<file path="src/rtl/mrd_pkg.sv">
// Shared types and defaults for the mixed-radix DFT memory sink path.
// Provides the sink FSM state type, default widths and the bank one-hot helper.
package mrd_pkg;

    typedef enum logic [1:0] {
        IDLE  = 2'd0,
        SINK  = 2'd1,
        FLUSH = 2'd2
    } mrd_sink_st_t;

    localparam int MRD_wCNT      = 12;
    localparam int MRD_wADDR     = 8;
    localparam int MRD_NBANK_MAX = 32;

    // Bank index k maps to write-enable bit nbank-1-k (bank 0 is the MSB).
    function automatic logic [MRD_NBANK_MAX-1:0] onehot_msb(input int unsigned idx,
                                                            input int unsigned nbank);
        if (idx < nbank) begin
            return {{(MRD_NBANK_MAX-1){1'b0}}, 1'b1} << (nbank - 1 - idx);
        end
        return '0;
    endfunction

endpackage

</file>
<file path="src/rtl/mrd_bank_rr.sv">
// Round-robin bank index and shared bank address counter.
// idx steps 0..modulus-1; addr advances when idx wraps. addr_wrap is sticky once the
// address counter has rolled over past its maximum, and is cleared with clr.
module mrd_bank_rr
    import mrd_pkg::*;
#(
    parameter int NBANK = 7,
    parameter int wADDR = MRD_wADDR,
    parameter int wNB   = $clog2(NBANK + 1)
) (
    input  logic             clk,
    input  logic             rst,
    input  logic             clr,
    input  logic             adv,
    input  logic [wNB-1:0]   modulus,
    output logic [wNB-1:0]   idx,
    output logic [wADDR-1:0] addr,
    output logic             addr_wrap
);

    logic [wNB-1:0]   idx_reg, idx_next;
    logic [wADDR-1:0] addr_reg, addr_next;
    logic             wrap_reg, wrap_next;
    logic             idx_last;

    assign idx_last = (idx_reg == modulus - wNB'(1));

    // Next index/address: clear has priority over advance.
    always_comb begin
        idx_next  = idx_reg;
        addr_next = addr_reg;
        wrap_next = wrap_reg;
        if (clr) begin
            idx_next  = '0;
            addr_next = '0;
            wrap_next = 1'b0;
        end else if (adv) begin
            if (idx_last) begin
                idx_next  = '0;
                addr_next = addr_reg + wADDR'(1);
                if (addr_reg == '1) begin
                    wrap_next = 1'b1;
                end
            end else begin
                idx_next = idx_reg + wNB'(1);
            end
        end
    end

    // Counter registers.
    always_ff @(posedge clk or posedge rst) begin
        if (rst) begin
            idx_reg  <= '0;
            addr_reg <= '0;
            wrap_reg <= 1'b0;
        end else begin
            idx_reg  <= idx_next;
            addr_reg <= addr_next;
            wrap_reg <= wrap_next;
        end
    end

    assign idx       = idx_reg;
    assign addr      = addr_reg;
    assign addr_wrap = wrap_reg;

endmodule

</file>
<file path="src/rtl/mrd_sink_wrgen.sv">
// Sink-side RAM write generator: spreads one frame of samples round-robin over the
// active banks with a common bank address, flags trigger point and frame end, and
// reports frames that stop short.
// Optional feature macro: MRD_SINK_OVF_CHK_EN (address overflow detection with FLUSH);
// when undefined the address wraps and err_overrun is tied low.
module mrd_sink_wrgen
    import mrd_pkg::*;
#(
    parameter int NBANK = 7,
    parameter int wADDR = MRD_wADDR,
    parameter int wDATA = 36,
    parameter int wCNT  = MRD_wCNT,
    localparam int wNB  = $clog2(NBANK + 1)
) (
    input  logic             clk,
    input  logic             rst,
    input  logic [wNB-1:0]   cfg_nbank,
    input  logic [wCNT-1:0]  cfg_len,
    input  logic [wCNT-1:0]  cfg_trig,
    input  logic             in_valid,
    input  logic [wDATA-1:0] in_data,
    output logic [wADDR-1:0] wr_addr,
    output logic [NBANK-1:0] wr_en,
    output logic [wDATA-1:0] wr_data,
    output logic             trig_pulse,
    output logic             frame_done,
    output logic             busy,
    output logic             err_underrun,
    output logic             err_overrun
);

    mrd_sink_st_t     state_reg, state_next;
    logic [wCNT:0]    cnt_reg, cnt_next, cnt_inc;
    logic [wCNT:0]    len_reg, len_next, len_in_eff;
    logic [wCNT-1:0]  trig_cfg_reg, trig_cfg_next;
    logic [wNB-1:0]   nbank_reg, nbank_next, nb_in_eff, bank_mod;

    logic [NBANK-1:0] wr_en_reg, wr_en_next;
    logic [wADDR-1:0] wr_addr_reg, wr_addr_next;
    logic [wDATA-1:0] wr_data_reg, wr_data_next;
    logic             trig_reg, trig_next;
    logic             done_reg, done_next;
    logic             unr_reg, unr_next;
    logic             ovr_reg, ovr_next;

    logic             bank_clr, bank_adv, bank_wrap;
    logic [wNB-1:0]   bank_idx;
    logic [wADDR-1:0] bank_addr;
    logic [NBANK-1:0] bank_oh;

    // Out-of-range bank counts fall back to all banks; length 0 means 2^wCNT.
    assign nb_in_eff  = (cfg_nbank == '0 || cfg_nbank > wNB'(NBANK)) ? wNB'(NBANK) : cfg_nbank;
    assign len_in_eff = (cfg_len == '0) ? {1'b1, {wCNT{1'b0}}} : {1'b0, cfg_len};
    assign cnt_inc    = cnt_reg + (wCNT+1)'(1);
    // The first sample of a frame must advance with the bank count being latched.
    assign bank_mod   = (state_reg == IDLE) ? nb_in_eff : nbank_reg;
    assign bank_oh    = NBANK'(onehot_msb(32'(bank_idx), NBANK));

    mrd_bank_rr #(
        .NBANK (NBANK),
        .wADDR (wADDR),
        .wNB   (wNB)
    ) u_bank_rr (
        .clk       (clk),
        .rst       (rst),
        .clr       (bank_clr),
        .adv       (bank_adv),
        .modulus   (bank_mod),
        .idx       (bank_idx),
        .addr      (bank_addr),
        .addr_wrap (bank_wrap)
    );

`ifndef MRD_SINK_OVF_CHK_EN
    logic unused_wrap;
    assign unused_wrap = bank_wrap;
`endif

    // Next-state, counter and registered-output decode.
    always_comb begin
        state_next    = state_reg;
        cnt_next      = cnt_reg;
        nbank_next    = nbank_reg;
        len_next      = len_reg;
        trig_cfg_next = trig_cfg_reg;
        bank_clr      = 1'b0;
        bank_adv      = 1'b0;
        wr_en_next    = '0;
        wr_addr_next  = wr_addr_reg;
        wr_data_next  = wr_data_reg;
        trig_next     = 1'b0;
        done_next     = 1'b0;
        unr_next      = 1'b0;
        ovr_next      = 1'b0;
        case (state_reg)
            IDLE: begin
                if (in_valid) begin
                    nbank_next    = nb_in_eff;
                    len_next      = len_in_eff;
                    trig_cfg_next = cfg_trig;
                    wr_en_next    = bank_oh;
                    wr_addr_next  = bank_addr;
                    wr_data_next  = in_data;
                    trig_next     = (cfg_trig == wCNT'(1));
                    if (len_in_eff == (wCNT+1)'(1)) begin
                        done_next = 1'b1;
                        bank_clr  = 1'b1;
                    end else begin
                        bank_adv   = 1'b1;
                        cnt_next   = (wCNT+1)'(1);
                        state_next = SINK;
                    end
                end
            end
            SINK: begin
                if (in_valid) begin
`ifdef MRD_SINK_OVF_CHK_EN
                    if (bank_wrap) begin
                        ovr_next   = 1'b1;
                        bank_clr   = 1'b1;
                        cnt_next   = '0;
                        state_next = FLUSH;
                    end else
`endif
                    begin
                        wr_en_next   = bank_oh;
                        wr_addr_next = bank_addr;
                        wr_data_next = in_data;
                        trig_next    = (trig_cfg_reg != '0) && ({1'b0, trig_cfg_reg} == cnt_inc);
                        if (cnt_inc == len_reg) begin
                            done_next  = 1'b1;
                            bank_clr   = 1'b1;
                            cnt_next   = '0;
                            state_next = IDLE;
                        end else begin
                            bank_adv = 1'b1;
                            cnt_next = cnt_inc;
                        end
                    end
                end else begin
                    unr_next   = 1'b1;
                    bank_clr   = 1'b1;
                    cnt_next   = '0;
                    state_next = IDLE;
                end
            end
`ifdef MRD_SINK_OVF_CHK_EN
            FLUSH: begin
                if (!in_valid) begin
                    state_next = IDLE;
                end
            end
`endif
            default: state_next = IDLE;
        endcase
    end

    // State, latched configuration and output registers.
    always_ff @(posedge clk or posedge rst) begin
        if (rst) begin
            state_reg    <= IDLE;
            cnt_reg      <= '0;
            nbank_reg    <= '0;
            len_reg      <= '0;
            trig_cfg_reg <= '0;
            wr_en_reg    <= '0;
            wr_addr_reg  <= '0;
            wr_data_reg  <= '0;
            trig_reg     <= 1'b0;
            done_reg     <= 1'b0;
            unr_reg      <= 1'b0;
            ovr_reg      <= 1'b0;
        end else begin
            state_reg    <= state_next;
            cnt_reg      <= cnt_next;
            nbank_reg    <= nbank_next;
            len_reg      <= len_next;
            trig_cfg_reg <= trig_cfg_next;
            wr_en_reg    <= wr_en_next;
            wr_addr_reg  <= wr_addr_next;
            wr_data_reg  <= wr_data_next;
            trig_reg     <= trig_next;
            done_reg     <= done_next;
            unr_reg      <= unr_next;
            ovr_reg      <= ovr_next;
        end
    end

    assign wr_en        = wr_en_reg;
    assign wr_addr      = wr_addr_reg;
    assign wr_data      = wr_data_reg;
    assign trig_pulse   = trig_reg;
    assign frame_done   = done_reg;
    assign busy         = (state_reg != IDLE);
    assign err_underrun = unr_reg;
`ifdef MRD_SINK_OVF_CHK_EN
    assign err_overrun  = ovr_reg;
`else
    assign err_overrun  = 1'b0;
    logic unused_ovr;
    assign unused_ovr = ovr_reg;
`endif

endmodule

</file>
<file path="config.mk">
export PLATFORM = sky130hd
export DESIGN_NAME = mrd_sink_wrgen
export DESIGN_NICKNAME = d
export VERILOG_FILES = /design/src/rtl/mrd_pkg.sv /design/src/rtl/mrd_bank_rr.sv /design/src/rtl/mrd_sink_wrgen.sv
export SDC_FILE = /design/constraint.sdc
export NUM_CORES = 1
export LEC_CHECK = 0
export BUFFER_PORTS_ARGS = -buffer_cell sky130_fd_sc_hd__buf_2
export CORE_AREA = 10 10 167 130
export DETAILED_ROUTE_END_ITERATION = 8
export DIE_AREA = 0 0 177 140
export MAX_ROUTING_LAYER = met4
export PLACE_DENSITY_LB_ADDON = 0.15
export SLEW_MARGIN = 40
export SYNTH_ARGS = -nofsm -noshare
export SYNTH_HDL_FRONTEND = slang
export SYNTH_HIERARCHICAL = 1
export SYNTH_SLANG_ARGS = --single-unit
export TNS_END_PERCENT = 50
</file>
<file path="constraint.sdc">
create_clock -name clk -period 3.34 [get_ports clk]
set_clock_uncertainty 0.05 [all_clocks]
set_input_delay 0.501 -clock clk [delete_from_list [all_inputs] [get_ports clk]]
set_output_delay 0.501 -clock clk [all_outputs]
set_load 0.05 [all_outputs]
</file>
==> results.md, run 1 <==
- Startpoint types: flip-flop
- Final nets: 680
- Cell count of the worst reg-to-reg path: 11
- Max Freq: 311 MHz
- Tmin final: 3220 ps
- Setup-failing EPs final: 0
- Worst Hold Class: in2async
- Num CTS Buffers: 9
- Final-report hold violation count: 0
- Core Box Area: 0.0183 mm2
- Total power: 3.58 mW
- Die W: 177 um
- Routed Antenna Nets: 0
- Worst Path Arrival: roughly 3500 ps
- Largest net degree at the start of global routing: 97
- Ports: between 100 and 150
- Post-Syn Nets: about 540
- H-tree Lvls: 3
- Max reg flops: 36
- Terminus of the critical flop-to-flop path: u_bank_rr/addr[5]$_DFFE_PP0P_
- Final WL: 14300 um
- Data required, critical path: about 3600 ps
- Clk_lat worst skew: between 300 and 400 ps
- Final Util: 0.370
- Site row count: 43
- CTS tree: yes
- Critical path class: reg2reg
- CP Cell Sequence: ha_4 -> and3_4 -> and4_4 -> or3b_4 -> o2111a_1 -> nand4_1 -> mux2_4 -> and2_4 -> or4b_4 -> or4_4 -> a21oi_2
- Area Growth Syn to Fin: 26.3%
- Vias per cell: 4.69
- Iter 0 DRT Violations: 216
- Most common cell after layout, fill and taps aside: buf_2
- Slew margin rel.: 0.554
- Chip height: between 100 and 150 um
- Worst R2R Setup Slack: 120 ps
- Fin. max-slew vios: 0
- Worst path slowest cell: or4b_4
- Clock buffer depth: 2
- Leakage: 3.08 nW
- CTS clk-pin slew, worst paths: 70 ps
- IO Port Bufs: 120
- Syn. warnings: 6
- Status: completed
- Layout cells sized above 1: 0.423
- Placer Congestion: 0.911
- Drt drc: 0
- Clock Sinks: 107
- Mapped Area: 0.00537 mm2
- GRT Util Overall: 0.121
- WL/cell: roughly 17 um
- Clock Tree Root: clkbuf_16
- P per Cell Area: 528 mW/mm2
- Initial Util: 0.293
- Slew of the pin with the lowest slew margin: 667 ps
- Pre-antenna DRT Iters: 4
- Die area: approximately 0.025 mm2
- Hold bufs inserted after CTS: 0
- Commonest non-fill, non-tap cells in the layout: buf_2 (120), dfrtp_1 (106), mux2_2 (68)
- Cells after synthesis: 472
- VDD IR max: 0.193 mV
- Via count: 4036
- RSZ-0062 raised after global routing: no
- Reg2reg start: cnt_reg[1]$_DFFE_PP0P_
- Vias in the first global route: 4212
- Post-Syn Area per Cell: 11.4 um2
- Initial antenna violation count: 0
- Post-DP HPWL: between 10000 and 15000 um
- Global-route wire length before repair: 23300 um
- Crit share post-route: 0.964
- Worst Setup End Kind: flip-flop
- Gr ovfl total: 0
- Fill cells: 1833
- Max Cap Violations: 0
- Antenna fix cells: 0
- Worst path max stage delay: between 500 and 600 ps
- Worst Path Max Fanout: 7
-- what timing repair did --
item / 4_1_cts / 5_1_grt
buffers inserted: 0 / 5
resized for setup: 0 / 11
endpoints found under the setup margin: 0 / 8
-- per-stage QoR --
stage               std cells  setup TNS (ps)  hold slack, ps  worst slack [ps]  cell area, um2
global placement          840               0             413               103            6390
CTS                       855               0             123              42.5            6700
detailed placement        840               0             422              53.9            6390
finish                    860               0             118               122            6790
global route              860               0             149              12.7            6790
floorplan                 472           -34.4             303             -34.4            5410
-- worst max path at each step --
stage                                 from                       endpoint  depth (start not counted)
floorplan           cnt_reg[1]$_DFFE_PP0P_  u_bank_rr/addr[5]$_DFFE_PP0P_                         14
global placement    cnt_reg[1]$_DFFE_PP0P_  u_bank_rr/addr[5]$_DFFE_PP0P_                         11
detailed placement  cnt_reg[1]$_DFFE_PP0P_  u_bank_rr/addr[5]$_DFFE_PP0P_                         11
CTS                 cnt_reg[1]$_DFFE_PP0P_  u_bank_rr/addr[5]$_DFFE_PP0P_                         11
global route        cnt_reg[0]$_DFFE_PP0P_  u_bank_rr/addr[1]$_DFFE_PP0P_                         12
finish              cnt_reg[1]$_DFFE_PP0P_  u_bank_rr/addr[5]$_DFFE_PP0P_                         11
-- critical path: cells and delay by family, from the launching register on --
family	cells	cell delay, ps
compound gates	2	280
fa+ha+maj	1	190
flops	1	440
mux	1	160
simple gates	7	2030
-- where the power goes --
part,switching (mW),internal (mW),total (mW)
Clock,0.482,0.602,1.08
Sequential,0.154,1.44,1.59
Combinational,0.560,0.345,0.905
Total,1.20,2.39,3.58
-- layout make-up --
cell class,instances,area (um2),share of cell area
clock inverters,5,62.6,0.00922
inverters,13,51.3,0.00756
clock buffers,10,239,0.0352
flip-flops and latches,107,2680,0.395
multi-input cells,324,2570,0.379
repair buffers,154,876,0.129
well taps,247,309,0.0455
-- metal layers --
layer | track usage | share of wire
met1 | 0.167 | 0.50
met2 | 0.165 | 0.41
met3 | 0.0384 | 0.081
met4 | 0.0340 | 0.011
met5 | - | 0
(Power assumes the default switching activity.)
==> inputs of run 2 (changes only) <==
--- a/config.mk
+++ b/config.mk
@@ -5,10 +5,11 @@
 export SDC_FILE = /design/constraint.sdc
 export NUM_CORES = 1
 export LEC_CHECK = 0
+export ABC_AREA = 1
 export BUFFER_PORTS_ARGS = -buffer_cell sky130_fd_sc_hd__buf_2
-export CORE_AREA = 10 10 167 130
+export CORE_AREA = 10 10 150 152
 export DETAILED_ROUTE_END_ITERATION = 8
-export DIE_AREA = 0 0 177 140
+export DIE_AREA = 0 0 160 162
 export MAX_ROUTING_LAYER = met4
 export PLACE_DENSITY_LB_ADDON = 0.15
 export SLEW_MARGIN = 40
==> run 2 against run 1 <==
- flip-flop and latch count is the same
- die area up 4.6%
- hold slack got worse by 0.76 ps
- largest power group unchanged
- critical endpoint is now u_bank_rr/idx[2]$_DFFE_PP0P_
==> results.md, run 2 <==
- Status: completed
- Post-place setup slack: 607 ps (+553 ps)
- Via count: 5032 (+25%)
- DP Cell Count: 1144 (+36%)
- Grt peak-use layer: met2
- Tmin final: 2720 ps (-497 ps)
- Most common cell after layout, fill and taps aside: nand2_1
- P per Cell Area: 555 mW/mm2 (+5.2%)
- GRT Util Overall: 0.136 (+0.0147)
- Worst Path Arrival: 2910 ps (-540 ps)
- Worst Setup End Kind: flip-flop
- Worst path max stage delay: 470 ps (-40 ps)
- Area Growth Syn to Fin: 21.4%
- Met2 usage: 0.213 (+0.0480)
- Die W: 160 um (-9.6%)
- CP most frequent cell: nand2_1
- Initial Util: 0.293 (+0.000494)
- Cells after synthesis: 769 (+63%)
- Worst Hold Class: in2async
- Post-Syn Nets: 840 (+55%)
- GRT met1 Usage: 0.176 (+0.00927)
- Iter 0 DRT Violations: 345 (+60%)
- Placer Congestion: 0.854 (-6.3%)
- Routed Antenna Nets: 0 (unchanged)
- Pre-antenna DRT Iters: 5 (+1)
- Total power: 3.84 mW (+7.1%)
- Placed cell area: 0.00662 mm2 (+3.6%)
- Mapped Area: 0.00569 mm2 (+5.9%)
- Startpoint types: flip-flop
- Initial antenna violation count: 1 (+1)
- Clock Sinks: 107 (unchanged)
- GRT met3 Usage: 0.0212 (-0.0172)
- Hold bufs inserted after CTS: 0 (unchanged)
- Num CTS Buffers: 9 (unchanged)
- Max Freq: 367 MHz (+18%)
- Post-Layout Cell Count: 1160 (+35%)
- Critical path class: reg2reg
- Clk_lat worst skew: 350 ps (about the same)
- IO Port Bufs: 120 (unchanged)
- Final Instance Area: 0.00691 mm2 (+1.8%)
- Final WL: 17100 um (+19%)
- Slew of the pin with the lowest slew margin: 620 ps (-46.5 ps)
- Crit share post-route: 0.815 (-0.149)
- Fin. max-slew vios: 0 (unchanged)
- Layout cells sized above 1: 0.225 (-0.198)
- Die area: 0.0259 mm2 (+4.6%)
- Setup TNS: 0 ps (unchanged)
- Final nets: 961 (+41%)
- CTS clk-pin slew, worst paths: 80 ps (about the same)
- Chip height: 162 um (+16%)
- Clock buffer depth: 2 (unchanged)
- Worst path slowest cell: dfrtp_1
- Ports: 122 (unchanged)
- Commonest non-fill, non-tap cells in the layout: nand2_1 (333), buf_2 (120), dfrtp_1 (107)
- Data required, critical path: 3530 ps (-40 ps)
- Final-report hold violation count: 0 (unchanged)
- Worst Path Max Fanout: 8 (+1)
- VDD IR max: 0.232 mV (+21%)
- Setup-failing EPs final: 0 (unchanged)
- Syn. warnings: 6 (unchanged)
- Global-route wire length before repair: 27700 um (+19%)
- Vias in the first global route: 5031 (+19%)
- CP Cell Sequence: ha_1 -> nand2_4 -> nor2_1 -> nand2_1 -> nand2_1 -> nand2_1 -> nand2_1 -> nand2_1 -> nor2_2 -> nand4_4 -> nand2_1 -> nand2_1 -> nor2_1 -> inv_2 -> nand2_1 -> xor2_1 -> nor2_1
- Leakage: 3.80 nW (+23%)
- Setup WS post-layout: 619 ps (+497 ps)
- Post-Syn Area per Cell: 7.40 um2 (-35%)
- Core Box Area: 0.0194 mm2 (+5.7%)
- H-tree Lvls: 3 (unchanged)
- Vias per cell: 4.34 (-7.6%)
- Clock Tree Root: clkbuf_16
- Max reg flops: 36 (unchanged)
- CTS tree: yes
- Drt drc: 0 (unchanged)
- Post-DP HPWL: 13300 um (+19%)
- CTS resizes: 0 (unchanged)
- WL/cell: 14.7 um (-12%)
- Max Cap Violations: 0 (unchanged)
- Largest net degree at the start of global routing: 48 (-51%)
- Postcts setup bufs: 0 (unchanged)
- Site row count: 51 (+19%)
- Gr ovfl total: 0 (unchanged)
- Slew margin rel.: 0.587 (+0.0321)
- RSZ-0062 raised after global routing: no
[run 2: worst paths after layout]
| check | from | end | slack (ps) | cells after the start |
|---|---|---|---|---|
| max | cnt_reg[0]$_DFFE_PP0P_ | u_bank_rr/idx[2]$_DFFE_PP0P_ | 620 | 17 |
| min | rst | u_bank_rr/addr[1]$_DFFE_PP0P_ | 120 | 2 |
| max reg2reg | cnt_reg[0]$_DFFE_PP0P_ | u_bank_rr/idx[2]$_DFFE_PP0P_ | 620 | 17 |
| min reg2reg | wr_data[18]$_DFFE_PP0P_ | wr_data[18]$_DFFE_PP0P_ | 420 | 2 |
| max in group asynchronous | rst | wr_data[21]$_DFFE_PP0P_ | 2350 | 3 |
| min in group clk | in_data[35] | wr_data[35]$_DFFE_PP0P_ | 290 | 3 |
[run 2: power by group]
part	switching (mW)	total, mW	internal [mW]
Sequential	0.147	1.61	1.47
Combinational	0.835	1.17	0.336
Clock	0.532	1.05	0.520
[run 2: through the flow]
stage / util / hold slack (ps)
6_report: 0.356 / 118
5_1_grt: 0.356 / 160
4_1_cts: 0.356 / 124
3_5_place_dp: 0.341 / 403
3_3_place_gp: 0.341 / 399
2_1_floorplan: - / 303
[run 2: critical path: cells and delay by family (launching register included)]
kind                     cells  cell delay (ps)
AND/OR/NAND/NOR             14             1580
flip-flops                   1              470
adder cells (fa/ha/maj)      1              270
XOR/XNOR                     1              140
buffers and inverters        1              100
[run 2: final cells by class]
cell class | instances | area (um2)
clock buffers | 9 | 225
diodes | 1 | 2.50
clock inverters | 6 | 61.3
inverters | 78 | 295
fillers | 2156 | 12500
multi-input cells | 562 | 2630
flip-flops and latches | 107 | 2680
repair buffers | 132 | 691
well taps | 265 | 332
[run 2: routing by layer]
layer / vias up / part of all wire
met5: - / 0
met4: 0 / 0.018
met3: 14 / 0.023
met2: 75 / 0.48
met1: 2301 / 0.48
li1: 2642 / -
